$ cat src/rtl/serial_add_pkg.sv
// Shared types and constants for the bit-serial adder controller.
// Holds the FSM state encoding and the default operand width.
package serial_add_pkg;

   localparam int SERIAL_ADD_WIDTH = 8;

   typedef enum logic [1:0] {
      IDLE  = 2'd0,
      SHIFT = 2'd1,
      DONE  = 2'd2
   } state_t;

   // Bit counter width; a one-bit counter is the floor for the smallest legal WIDTH.
   function automatic int cnt_width(input int w);
      return (w > 1) ? $clog2(w) : 1;
   endfunction

endpackage

$ cat src/rtl/my_fadder2.sv
// One-bit full-adder cell, shared with the combinational adder library.
// Used here as the per-cycle datapath of the serial adder.
module my_fadder2 (
   input  logic a,
   input  logic b,
   input  logic ci,
   output logic s,
   output logic co
);

   assign s  = a ^ b ^ ci;
   assign co = (a & b) | (ci & (a ^ b));

endmodule

$ cat src/rtl/serial_adder_ctrl.sv
// Bit-serial WIDTH-bit adder: one full-adder cell stepped over WIDTH cycles with a start/busy/done handshake.
// Optional signed-overflow output `ovf` is built when SERIAL_ADD_OVF_EN is defined.
module serial_adder_ctrl
   import serial_add_pkg::*;
#(
   parameter int WIDTH = SERIAL_ADD_WIDTH
) (
   input  logic             clk,
   input  logic             reset,
   input  logic             start,
   input  logic [WIDTH-1:0] A,
   input  logic [WIDTH-1:0] B,
   input  logic             Ci,
   output logic             busy,
   output logic             done,
   output logic [WIDTH-1:0] S,
`ifdef SERIAL_ADD_OVF_EN
   output logic             ovf,
`endif
   output logic             Co
);

   localparam int            CW   = cnt_width(WIDTH);
   localparam logic [CW-1:0] LAST = CW'(WIDTH - 1);

   state_t           state;
   state_t           state_nxt;
   logic             load;
   logic             shift_en;
   logic             last_bit;

   logic [WIDTH-1:0] a_sh;
   logic [WIDTH-1:0] b_sh;
   logic             carry;
   logic [CW-1:0]    cnt;

   logic             sum_bit;
   logic             cell_co;

   my_fadder2 u_fadder (
      .a  (a_sh[0]),
      .b  (b_sh[0]),
      .ci (carry),
      .s  (sum_bit),
      .co (cell_co)
   );

   // NOTE: sequential state uses non-blocking assignments so every register samples pre-edge values.
   always_ff @(posedge clk or posedge reset) begin
      if (reset) begin
         state <= IDLE;
      end else begin
         state <= state_nxt;
      end
   end

   // NOTE: every output of this block gets a default first, so no path can infer a latch.
   always_comb begin
      state_nxt = state;
      load      = 1'b0;
      shift_en  = 1'b0;
      case (state)
         IDLE: begin
            if (start) begin
               load      = 1'b1;
               state_nxt = SHIFT;
            end
         end
         SHIFT: begin
            shift_en = 1'b1;
            if (cnt == LAST) begin
               state_nxt = DONE;
            end
         end
         DONE: begin
            // Accepting start here gives back-to-back operation at WIDTH+1 cycles per add.
            if (start) begin
               load      = 1'b1;
               state_nxt = SHIFT;
            end else begin
               state_nxt = IDLE;
            end
         end
         default: begin
            state_nxt = IDLE;
         end
      endcase
   end

   assign last_bit = shift_en && (cnt == LAST);

   // NOTE: the shift registers are reset as well, so an aborted add leaves no stale operand bits behind.
   always_ff @(posedge clk or posedge reset) begin
      if (reset) begin
         a_sh  <= '0;
         b_sh  <= '0;
         carry <= 1'b0;
         cnt   <= '0;
         S     <= '0;
         Co    <= 1'b0;
      end else if (load) begin
         a_sh  <= A;
         b_sh  <= B;
         carry <= Ci;
         cnt   <= '0;
         S     <= '0;
         Co    <= 1'b0;
      end else if (shift_en) begin
         a_sh  <= a_sh >> 1;
         b_sh  <= b_sh >> 1;
         carry <= cell_co;
         cnt   <= cnt + 1'b1;
         S     <= {sum_bit, S[WIDTH-1:1]};
         if (last_bit) begin
            Co <= cell_co;
         end
      end
   end

`ifdef SERIAL_ADD_OVF_EN
   // In the last step `carry` is the carry into the MSB and cell_co the final carry-out.
   always_ff @(posedge clk or posedge reset) begin
      if (reset) begin
         ovf <= 1'b0;
      end else if (load) begin
         ovf <= 1'b0;
      end else if (last_bit) begin
         ovf <= carry ^ cell_co;
      end
   end
`endif

   assign busy = (state == SHIFT);
   assign done = (state == DONE);

endmodule

$ cat config.mk
export PLATFORM = sky130hd
export DESIGN_NAME = serial_adder_ctrl
export DESIGN_NICKNAME = d
export VERILOG_FILES = /design/src/rtl/serial_add_pkg.sv /design/src/rtl/my_fadder2.sv /design/src/rtl/serial_adder_ctrl.sv
export SDC_FILE = /design/constraint.sdc
export NUM_CORES = 1
export LEC_CHECK = 0
export BUFFER_PORTS_ARGS = -buffer_cell sky130_fd_sc_hd__buf_2
export CORE_ASPECT_RATIO = 1.25
export CORE_MARGIN = 5
export CORE_UTILIZATION = 40
export CTS_BUF_LIST = sky130_fd_sc_hd__clkbuf_4
export DETAILED_ROUTE_END_ITERATION = 12
export PLACE_DENSITY_LB_ADDON = 0.25
export SLEW_MARGIN = 10
export SYNTH_ARGS = -nofsm -noshare
export SYNTH_HDL_FRONTEND = slang
export SYNTH_HIERARCHICAL = 1
export SYNTH_SLANG_ARGS = --single-unit
$ cat constraint.sdc
create_clock -name clk -period 1.8 [get_ports clk]
set_input_delay 0.27 -clock clk [delete_from_list [all_inputs] [get_ports clk]]
set_output_delay 0.27 -clock clk [all_outputs]
set_load 0.005 [all_outputs]
**Word level (Yosys, flattened, before mapping)**

Cells that the tools add are included.

- $lt $le $gt $ge: 0
- Div/mod/pow operators: 0
- Add/sub/neg operators: 1
- Bitwise operators: 5
- Shifts and indexed selects: 0
- Multiplexer cells: 20
- Multipliers: 0
- Reduce and logical (&&, ||, !) cells: 7
- Equality and inequality tests: 5

Operators by type and width:

| cell | count |
|---|---|
| 2-to-1 mux 8 bit | 6 |
| 2-to-1 mux 1 bit | 9 |
| 2-to-1 mux 3 bit | 2 |
| case mux 2 bit (3 select lines) | 1 |
| 2-to-1 mux 2 bit | 2 |
| AND reduction 2 bit | 2 |
| nonzero test 2 bit | 2 |
| adder 3 x 1 -> 3 bit, second input constant | 1 |
| equality test 3 bit, second input constant | 1 |
| bitwise AND 1 bit | 2 |
| equality test 2 x 1 -> 1 bit, second input constant | 1 |
| equality test 2 bit, second input constant | 1 |
| logical NOT 2 bit | 1 |
| != test 2 x 1 -> 1 bit, second input constant | 1 |
| != test 2 bit, second input constant | 1 |
| OR reduction 2 bit | 1 |
| XOR 1 bit | 2 |
| logical AND 1 bit | 1 |
| OR 1 bit | 1 |

- ROM bits: 0
- Latch bits: 0
- Bits in writable memories: 0
- Register bits: 31
- Memories kept: 0

**Longest topological paths before layout**

- Depth in word-level cells: 6
- Gate-level depth with buffers: 5
- Gate-level depth less buffers: 5

**Modules after synthesis**

Netlist, hierarchy kept.

Modules (own cells, without submodules):

| module | area each (µm²) | sequential area each (µm²) | cells an instance | instances |
|---|---|---|---|---|
| serial_adder_ctrl | 1460.2 | 775.7 | 125 | 1 |
| my_fadder2 | 20.0 | 0.0 | 1 | 1 |

**Least setup slack after synthesis**

OpenSTA, ideal clock, no wires.

- Path kind: flip-flop to flip-flop
- Start point: reg cnt[0]
- End point: reg Co
- Stages on the path, launching flop included: 6
- Slack: 0.359 ns
- Buffers on the path: 0
- Clock period less this slack: 1.441 ns
- Setup time: 0.121 ns
- Arrival time: 1.320 ns
- Path through: dfrtp_1 > ha_1 > ha_1 > nand2b_1 > mux2_2 > a22o_1

- Word-level cells in the longest chain between the ends: 4

RTL lines:

| item | RTL line | text |
|---|---|---|
| from (decl) | serial_adder_ctrl.sv:35 | `logic [CW-1:0] cnt;` |
| from (signal assigned) | serial_adder_ctrl.sv:112 | `cnt <= cnt + 1'b1;` |
| equality test 3 bit | serial_adder_ctrl.sv:90 | `assign last_bit = shift_en && (cnt == LAST);` |
| logical AND 1 bit | serial_adder_ctrl.sv:90 |  |
| nonzero test 2 bit (no line) | n/a |  |
| AND reduction 2 bit (no line) | n/a |  |
| to (signal assigned) | serial_adder_ctrl.sv:115 | `Co <= cell_co;` |
| to (decl) | serial_adder_ctrl.sv:20 | `output logic Co` |

No other way between the ends.
A chain may end at the register's enable or synchronous reset.

**Worst setup path after layout**

- Start point: reg state[1]
- End point: out busy

- Word-level cells in the longest chain between the ends: 1

RTL lines:

| item | RTL line | text |
|---|---|---|
| from (decl) | serial_adder_ctrl.sv:26 | `state_t state;` |
| from (signal assigned) | serial_adder_ctrl.sv:53 | `state <= state_nxt;` |
| equality test 2 x 1 -> 1 bit | serial_adder_ctrl.sv:133 | `assign busy = (state == SHIFT);` |
| to (decl) | serial_adder_ctrl.sv:14 | `output logic busy,` |

No other way between the ends.

==> impl_metrics.ini <==
[outcome]
outcome = complete, no violations

[hold_path]
hp-class = in -> reg
holdPathStages = 3
min_from = A[6]
min_to = a_sh[6]

[setup_path]
worstPathCellList = nand2b_4 -> inv_4 -> buf_2
path_max_fanout = 18
r2r_start = cnt[0]
r2r_end = Co
path_class = reg -> out
max_stage_delay_ns = 0.44
end_kind = output pin
cp_data_arrival_time_ns = 1.37
critical_path_required_ns = 1.53
start_kind = register
reg2reg_slack_ns = 0.28
r2r_cells = 5
slowest_stage = dfrtp_1

[placed_design]
placed_cells = 193
dp_hpwl_mm = 2.21
routabilityCongestion = 0.799
port_buffers = 30
dpl_worst_slack_ns = 0.296

[sta]
max-slew-margin-rel = 0.653
maxClockFrequency_mhz = 608
period_needed_ns = 1.64
drv_slew = 0
rsz0062_at_grt = false
tightest_slew_ns = 0.519
skew_ns = 0.0176
final.setup.worst_slack_ns = 0.156
setup_viol = 0
hold_viol = 0
period_share = 0.913
finalSetupTns_ns = 0

[cells_and_area]
nNetsFinal = 185
n_fill_cell = 344
final_layout_size_suffix_gt1_frac = 0.337
antennaDiodeCount = 0
final_cells = 202
synthToLayoutAreaGrowth_pct = 16.9

[routing]
ant_nets = 0
drt_iter0_drc = 29
dr.pass1.iters = 4
wl_per_cell_um = 15.8
routed_via_density = 5.31
wirelength_mm = 3.18
remaining_drc_errors = 0
vias = 1073

[clock_tree]
ctsLongestPathBuffers = 2
cts_tree = done
htree_levels = 2
cts.sinks = 31
clk-insertion-delay-late_ns = 0.34
clk_root_buffer_cell = clkbuf_4
cts_buffers = 5
clk_pin_slew_ns = 0.11
cts_setup_buffers = 0

[synth]
netlist_instances = 126
synth_top_area_share = 0.524
synth.avg_cell_area_um2 = 11.7
syn_nets = 149
synth_cell_types = 28
yosysWarnings = 6
async_flop_share = 1.00
synth_common_cells = dfrtp_1, a22o_1, nor2_1
yosys.area.top_type = dfrtp_1
ys_ff_latch = 31
synth_edf_count = 0
ys_top_cells_by_area = dfrtp_1, a22o_1, mux2i_1
synth_ff_type = dfrtp_1
synthesis.area_mm2 = 0.00148
yosys.cell_count.top_type = dfrtp_1
ys_seq_area_frac = 0.524

[floorplan]
core_mm2 = 0.00354
die_x_um = 64.4
num_rows = 24
die-area_mm2 = 0.00502
ios = 31
die_h_um = 78.0
start_util = 0.418

[global_route]
grt_pass1_vias = 1202
antenna_found_initial = 0
grt_max_degree = 32
grt_pass1_wl_mm = 5.60
track_usage = 0.142
grt-ovfl-total = 0

[pwr]
p_per_area_mw_per_mm2 = 1700
p_leak_nw = 0.810
ir_drop_uv = 685

[job]
max-cap-violations = 0
[per-layer routing]
layer	vias up	track usage	part of all wire
li1	535	-	-
met1	508	0.178	0.45
met2	24	0.230	0.49
met3	6	0.0357	0.056
met4	0	0.0634	0.0079
met5	-	0	0
[power by group]
part           total [mW]  internal, mW  switching (mW)
logic                1.27         0.659           0.609
clock network       0.400         0.160           0.240
registers            1.28          1.02           0.258
[cell usage in the layout (no fill, tap or decap)]
| cell type | synthesis | layout |
|---|---|---|
| buf_4 | 2 | 6 |
| nor2b_1 | 6 | 6 |
| dfrtp_2 | 0 | 1 |
| ha_1 | 2 | 2 |
| nor3_1 | 8 | 8 |
| nand2b_4 | 1 | 1 |
| o22ai_1 | 8 | 8 |
| a22oi_2 | 2 | 2 |
| mux2_2 | 4 | 4 |
| buf_2 | 4 | 30 |
| inv_1 | 1 | 1 |
| dfrtp_1 | 31 | 30 |
| a22o_1 | 13 | 13 |
| nor2_1 | 9 | 9 |
| a211oi_1 | 5 | 5 |
| dlygate4sd3_1 | 0 | 1 |
| nor2b_2 | 1 | 1 |
| a21oi_1 | 5 | 5 |
| inv_4 | 1 | 1 |
| clkinv_1 | 0 | 2 |
| o21ai_0 | 2 | 2 |
| mux2i_1 | 6 | 6 |
| xnor2_1 | 1 | 1 |
| clkbuf_4 | 0 | 6 |
| nand2b_1 | 2 | 2 |
| fa_1 | 1 | 1 |
| nand3_1 | 3 | 3 |
| nor2_4 | 1 | 1 |
| mux2_4 | 2 | 2 |
| nand2_1 | 2 | 2 |
| and2_1 | 1 | 1 |
[flip-flops by register name, indices dropped and copies added (netlist names)]
signal / cells
carry: 1
b_sh: 8
state: 2
a_sh: 8
cnt: 3
S: 8
Co: 1
[worst max path at each step]
stage                         from  endpoint  slack [ns]  depth (start not counted)
after global placement      cnt[0]        Co        0.34                          5
after detailed placement    cnt[0]        Co        0.30                          5
after CTS                 state[0]      busy        0.13                          3
final                     state[1]      busy        0.16                          3
after floorplan             cnt[0]        Co        0.36                          5
after global routing      state[0]      busy        0.07                          3
[metrics by stage]
step | hold slack [ns] | total power, mW | cell area [um^2] | util
floorplan | 0.374 | 2.22 | 1480 | -
global placement | 0.367 | 2.50 | 1670 | 0.470
detailed placement | 0.370 | 2.57 | 1670 | 0.470
CTS | 0.136 | 2.99 | 1730 | 0.488
global route | 0.139 | 3.21 | 1730 | 0.488
finish | 0.142 | 2.95 | 1730 | 0.488
[cell families (layout without fill, tap and decap cells)]
kind of cell / Yosys count / after routing / share of synthesized area
buf+inv: 10 / 47 / 0.0456
simple gates: 34 / 34 / 0.126
mux: 12 / 12 / 0.0913
compound gates: 35 / 35 / 0.177
flops: 31 / 31 / 0.524
fa+ha+maj: 3 / 3 / 0.0304
xor+xnor: 1 / 1 / 0.00592
[layout make-up]
type | count | area [um^2] | area share
multi-input combinational | 85 | 637 | 0.368
tap | 39 | 48.8 | 0.0282
sequential | 31 | 777 | 0.449
inverter | 2 | 10.0 | 0.00578
clock inverter | 2 | 7.51 | 0.00434
clock buffer | 6 | 45.0 | 0.0260
timing repair buffer | 37 | 205 | 0.119
[critical path: cells and delay by family (launching register included)]
family	cells	cell delay, ns
buffers and inverters	2	0.37
flip-flops	1	0.44
AND/OR/NAND/NOR	1	0.23
[timing repair]
action	CTS	global route
hold endpoints to repair	11	0
hold buffers	1	0
gates resized for setup	1	0
setup endpoints to repair	1	0
Note: power is estimated with default switching activity, not from simulation.
